[src/rtl/ext_async_fifo_rd_ctrl.sv]
// rtl/ext_async_fifo_rd_ctrl.sv - async FIFO read-side controller with 2-entry FWFT output buffer
module ext_async_fifo_rd_ctrl #(
   parameter int ADDR_WIDTH = 4,
   parameter int DATA_WIDTH = 32
) (
   input  logic                  dstclk,
   input  logic                  dstrst_n,
   input  logic [ADDR_WIDTH:0]   wr_ptr_gray_sync,
   output logic [ADDR_WIDTH:0]   rd_ptr_gray,
   output logic                  ram_rd_en,
   output logic [ADDR_WIDTH-1:0] ram_rd_addr,
   input  logic [DATA_WIDTH-1:0] ram_rd_data,
   output logic                  rd_valid,
   input  logic                  rd_ready,
   output logic [DATA_WIDTH-1:0] rd_data,
   output logic                  rd_empty,
   output logic [ADDR_WIDTH+1:0] rd_level,
   output logic                  ovf_err
);

   localparam int PW = ADDR_WIDTH + 1;
   localparam logic [PW-1:0] DEPTH = {1'b1, {ADDR_WIDTH{1'b0}}};

   logic [PW-1:0]         rd_bin;
   logic [PW-1:0]         rd_bin_nx;
   logic [PW-1:0]         wr_bin;
   logic [PW-1:0]         ptr_diff;
   logic                  inflight;
   logic [1:0]            buf_cnt;
   logic [1:0]            occ;
   logic [1:0]            occ_after_pop;
   logic [DATA_WIDTH-1:0] buf0;
   logic [DATA_WIDTH-1:0] buf1;
   logic                  ram_empty;
   logic                  pop;
   logic                  push;

   // Each binary bit is the XOR of all Gray bits at and above it.
   always_comb begin
      wr_bin = '0;
      for (int i = 0; i < PW; i++) begin
         wr_bin[i] = ^(wr_ptr_gray_sync >> i);
      end
   end

   assign rd_bin_nx     = rd_bin + {{(PW-1){1'b0}}, 1'b1};
   assign ptr_diff      = wr_bin - rd_bin;
   assign ram_empty     = (rd_ptr_gray == wr_ptr_gray_sync);
   assign occ           = buf_cnt + {1'b0, inflight};
   assign rd_valid      = (buf_cnt != 2'd0);
   assign rd_data       = buf0;
   assign pop           = rd_valid & rd_ready;
   assign push          = inflight;
   assign occ_after_pop = occ - {1'b0, pop};
   // Issue only while the word can be guaranteed a buffer slot on arrival.
   assign ram_rd_en     = !ram_empty && (occ_after_pop < 2'd2);
   assign ram_rd_addr   = rd_bin[ADDR_WIDTH-1:0];
   assign rd_empty      = ram_empty && (occ == 2'd0);
   assign rd_level      = {1'b0, ptr_diff} + {{(PW-1){1'b0}}, occ};

   always_ff @(posedge dstclk or negedge dstrst_n) begin
      if (!dstrst_n) begin
         rd_bin      <= '0;
         rd_ptr_gray <= '0;
         inflight    <= 1'b0;
         buf_cnt     <= 2'd0;
         buf0        <= '0;
         buf1        <= '0;
         ovf_err     <= 1'b0;
      end else begin
         if (ram_rd_en) begin
            rd_bin      <= rd_bin_nx;
            rd_ptr_gray <= rd_bin_nx ^ (rd_bin_nx >> 1);
         end
         inflight <= ram_rd_en;
         if (ptr_diff > DEPTH) begin
            ovf_err <= 1'b1;
         end
         // buf0 is always the head; arrivals land behind whatever stays.
         case ({push, pop})
            2'b10: begin
               if (buf_cnt == 2'd0) buf0 <= ram_rd_data;
               else                 buf1 <= ram_rd_data;
               buf_cnt <= buf_cnt + 2'd1;
            end
            2'b01: begin
               buf0    <= buf1;
               buf_cnt <= buf_cnt - 2'd1;
            end
            2'b11: begin
               if (buf_cnt == 2'd1) begin
                  buf0 <= ram_rd_data;
               end else begin
                  buf0 <= buf1;
                  buf1 <= ram_rd_data;
               end
            end
            default: ;
         endcase
      end
   end

endmodule
[config.mk]
export PLATFORM = sky130hd
export DESIGN_NAME = ext_async_fifo_rd_ctrl
export DESIGN_NICKNAME = d
export VERILOG_FILES = /design/src/rtl/ext_async_fifo_rd_ctrl.sv
export SDC_FILE = /design/constraint.sdc
export NUM_CORES = 1
export LEC_CHECK = 0
export ABC_AREA = 1
export BUFFER_PORTS_ARGS = -buffer_cell sky130_fd_sc_hd__buf_2
export CAP_MARGIN = 10
export CORE_MARGIN = 4
export CORE_UTILIZATION = 55
export CTS_CLUSTER_DIAMETER = 50
export DETAILED_ROUTE_END_ITERATION = 7
export HOLD_SLACK_MARGIN = 0.15
export PLACE_DENSITY = 0.81
export SLEW_MARGIN = 20
export SYNTH_ARGS = -nofsm -noshare
export SYNTH_HDL_FRONTEND = slang
export SYNTH_SLANG_ARGS = --single-unit
[constraint.sdc]
create_clock -name dstclk -period 2.7 [get_ports dstclk]
set_input_delay 0.135 -clock dstclk [delete_from_list [all_inputs] [get_ports dstclk]]
set_output_delay 0.135 -clock dstclk [all_outputs]
set_load 0.02 [all_outputs]
---- Yosys cells after proc, flatten, opt, wreduce, memory -nomap -nowiden ----
Cells that the tools add are included.
storage, ports and cells
  flip-flop bits (word level) ............. 78
  bits of input ports ..................... 40
  output and inout bits ................... 51
  word-level logic and storage cells ...... 49
operators by class
  equality and inequality tests ........... 8
  reductions and logical operators ........ 16
  bitwise operators ....................... 2
  mux-type cells .......................... 7
  magnitude comparators ................... 2
  add/sub/neg operators ................... 7
operators with widths
  operator               count
  $mux W32               4
  $pmux W32 S3           1
  $pmux W32 S2           1
  $reduce_xor A5 Y1      5
  $add A5 B2 Y6          1
  $ne A2 B2 Y1 const B   3
  $reduce_bool A2 Y1     3
  $add A5 B1 Y5 const B  1
  $eq A5 B5 Y1           1
  $gt A5 B5 Y1 const B   1
  $sub A5 B5 Y5          1
  $xor A5 B4 Y5          1
  $eq A2 B1 Y1 const B   2
  $eq A2 B2 Y1 const B   2
  $logic_not A2 Y1       2
  $pmux W2 S2            1
  $reduce_and A3 Y1      1
  $reduce_bool A3 Y1     1
  $add A2 B1 Y2          1
  $add A2 B1 Y2 const B  1
  $logic_and A1 B1 Y1    2
  $lt A2 B2 Y1 const B   1
  $reduce_and A2 Y1      1
  $sub A2 B1 Y2          1
  other kinds (3)        3

---- Longest topological paths before layout ----
  depth after elaboration ................. 5
  mapped depth ............................ 14
  depth with buffers taken out ............ 14

---- Worst setup path before layout ----
No wires, ideal clock.
  path type ............................... input to output
  start point ............................. in wr_ptr_gray_sync[2]
  end point ............................... out rd_level[3]
  path buffers ............................ 0
  slack ................................... 0.301 ns
  data arrival time ....................... 2.264 ns
  stages on the path ...................... 12
  data required time ...................... 2.565 ns
  path through ............................ xnor2_1 xnor2_1 nand2_1 nand2_1 inv_1 ha_1 fa_1 inv_1 ha_1 a21oi_1 nor2_1 xor2_1
between the ends
  longest elaborated chain between the ends .. 3
  elaborated cells on any way between the ends .. 5
  classes of those cells .................. add/sub (2); reduce/logical (3)
RTL lines
  item                line  RTL
  start: declaration  8     input logic [ADDR_WIDTH:0] wr_ptr_gray_sync,
  $reduce_xor A5 Y1   42    wr_bin[i] = ^(wr_ptr_gray_sync >> i);
  $sub A5 B5 Y5 (*)   47    assign ptr_diff = wr_bin - rd_bin;
  $add A5 B2 Y6 (*)   59    assign rd_level = {1'b0, ptr_diff} + {{(PW-1){1'b0}}, occ};
  end: declaration    17    output logic [ADDR_WIDTH+1:0] rd_level,
Mark *: on every way between the ends. The rest lies on a longest branch, timed or not.

---- Worst setup path after layout ----
  start point ............................. in wr_ptr_gray_sync[3]
  end point ............................... out rd_level[3]
The elaborated chain is that of the path after synthesis.

==> impl_metrics.yaml <==
power:
  vdd.ir_drop.worst_mv: 0.715
  combPwrFrac: 0.586
  pwr-share-seq: 0.282
  internal_power_uw: 4010
  leakagePower_uw: 0.00280
  switchingPower_uw: 3540
  total_power_uw: 7550
  cellPowerDensity_mw_per_mm2: 1420
  sw_frac_of_total: 0.469
  p_clk_frac: 0.131
timing:
  hold_viol_final: 0
  min_period_over_period: 0.943
  tightest_slew_ps: 958
  clock.fmax_ghz: 0.393
  rsz0062_at_grt: "false"
  fin_skew_ps: 13.8
  whs_ps: 368
  slew_violations: 0
  period_minus_slack_ps: 2550
  setup_violations: 0
  slew_headroom: 0.362
clocking:
  clock_path_buffers: 2
  insertion_delay_ps: 350
  cts_tree: "yes"
  cts_made_buffers: 9
  h-tree-depth: 3
  cts_sinks: 77
  root_buffer: "clkbuf_8"
  clkTransAtPathRegs_ps: 70
routing:
  post-route-drc-count: 0
  drt-initial-drc-count: 181
  routedWlPerCell_um: 13.5
  drt-total-wl_mm: 9.87
  viasPerCell: 5.05
  vias: 3690
  ant_nets: 0
  dr.pass1.iters: 5
synthesis:
  ys_seq_area_frac: 0.466
  synth_area_leader_cell: "dfrtp_1"
  yosys.cell_types.count: 28
  synth_seq_cells: 77
  synth-edff-count: 0
  syn_inst: 501
  yosys-top-cells-count: "nand2_1 (98), inv_1 (92), dfrtp_1 (77)"
  avgSynthCellArea_um2: 8.25
  yosysMostFrequentCell: "nand2_1"
  synth_ff_type: "dfrtp_1"
  synth_top_area_frac: 0.466
  synthArstFlopShare: 1.00
  synth.area.top_cells: "dfrtp_1 (47%), nand2_1 (8.9%), inv_1 (8.4%)"
  syn_area_mm2: 0.00413
  yosys_warnings: 0
  synth_fp_nets: 556
min_path:
  hold_class: "in2reg"
setup_path:
  cpPeakStageDelay_ps: 530
  start_kind: "primary input"
  crit_arrival_ps: 2410
  critPathCaptureType: "output port"
  required_ps: 2570
  critPathTopFamily: "adder cells"
  timing_worst_setup_path_type: "in2out"
  worst-path-max-fanout: 4
  cp_slowest_cell: "fa_1"
  cp_cell_sequence: "buf_2 > xnor2_4 > xor2_1 > nand2_1 > nand2_1 > inv_1 > ha_1 > fa_1 > inv_2 > ha_1 > a21oi_1 > nor2_1 > xor2_1 > buf_4"
  path_buf_inv: 4
grt:
  grt_pass1_wl_mm: 16.4
  antenna_found_initial: 0
  grt_start_max_net_pins: 78
  grt_remaining_overflow: 0
  grt_pass1_vias: 3614
  grt_usage: 0.230
die:
  die_w_um: 94.7
  fp.dieH_um: 94.7
  rows: 31
  core_mm2: 0.00729
  ioPinCount: 91
  start_util: 0.567
  dieArea_mm2: 0.00897
layout:
  drive_above_1_share: 0.214
  fin_util: 0.731
  antenna_cells: 0
  syn_to_final_growth_pct: 29.1
  fin_nets: 682
  fin_area_mm2: 0.00533
  fin_cells: 731
place:
  gp_congestion: 0.822
  numPlacedInstances: 679
  dp_hpwl_mm: 6.37
  place_area_mm2: 0.00471
  io_buffers: 90
status:
  status: "finished, final reports clean"
flow_run:
  cap_violations: 0
## sequential cells by signal, indices dropped and copies added, names as in the netlist
name / flops
buf1: 32
buf_cnt: 2
inflight: 1
ovf_err: 1
rd_bin: 4
rd_data: 32
rd_ptr_gray: 5
## layout by cell type (no fill, tap or decap), types with 10 or more instances in the layout
| cell type | netlist | final |
|---|---|---|
| buf_2 | 15 | 87 |
| buf_4 | 1 | 12 |
| clkbuf_8 | 0 | 10 |
| dfrtp_1 | 77 | 76 |
| dlygate4sd3_1 | 0 | 33 |
| ha_1 | 13 | 13 |
| inv_1 | 92 | 91 |
| nand2_1 | 98 | 98 |
| nand3_1 | 15 | 15 |
| nor2_1 | 48 | 48 |
| o21ai_0 | 33 | 33 |
| o21ai_1 | 32 | 32 |
| o22a_1 | 32 | 32 |
## cell type report
type / instances / area, um2
Multi-Input combinational cell: 310 / 1800
Inverter: 95 / 357
Fill cell: 540 / 1960
Tap cell: 99 / 124
Clock inverter: 6 / 93.8
Timing Repair Buffer: 134 / 896
Sequential cell: 77 / 1930
Clock buffer: 10 / 138
## cells by family (layout without fill, tap and decap cells)
kind of cell | after synthesis | in the layout | synth area share
AOI/OAI and AO/OA | 104 | 104 | 0.160
xor gates and xnor gates | 18 | 18 | 0.0427
adders and majority gates | 15 | 15 | 0.0490
buffers and inverters | 114 | 245 | 0.109
DFF | 77 | 77 | 0.466
and+or+nand+nor | 173 | 173 | 0.172
## repair_timing
action                     in CTS  in global routing
buffers inserted                0                  3
gates resized for setup         1                  7
hold endpoints to repair      109                  0
setup endpoints to repair       2                  4
pin swaps                       0                  3
hold buffers                   33                  0
## power by group through the flow
stage | Sequential [uW] | Combinational [uW] | Clock (uW)
floorplan | 2460 | 2770 | 0
global placement | 2110 | 4120 | 0
detailed placement | 2140 | 4280 | 0
CTS | 2130 | 4340 | 1010
global route | 2200 | 4930 | 1060
finish | 2130 | 4430 | 993
## worst paths after layout
| path | from | end | slack [ps] | cells after the start |
|---|---|---|---|---|
| worst max-delay path | wr_ptr_gray_sync[3] | rd_level[3] | 150 | 14 |
| worst min-delay path | rd_ready | inflight | 370 | 5 |
| worst max register to register | buf_cnt[0] | buf1[4] | 390 | 11 |
| worst min register to register | ovf_err | ovf_err | 470 | 2 |
| max in group asynchronous | dstrst_n | rd_bin[0] | 1520 | 2 |
| min in group asynchronous | dstrst_n | rd_data[7] | 490 | 2 |
## worst register-to-register path, stage by stage, from the launching register on
cell     delay, ps
dfrtp_1        420
inv_1           60
ha_1           200
inv_2          130
nand2_2        120
inv_1          100
ha_1           250
inv_2           90
o21ai_4        470
buf_12         230
nand2_1         70
o21ai_1         80
## layer usage
| layer | track usage | wire length, um |
|---|---|---|
| met5 | 0 | 0 |
| met2 | 0.402 | 5170 |
| met1 | 0.290 | 4110 |
| met4 | 0.0721 | 175 |
| met3 | 0.0414 | 412 |
## per-stage QoR
step	TNS, ps	setup slack, ps
6_report	0	154
5_1_grt	0	5.90
4_1_cts	0	10.3
3_5_place_dp	-50.4	-37.8
3_3_place_gp	0	140
2_1_floorplan	0	301
(Power assumes the default switching activity.)
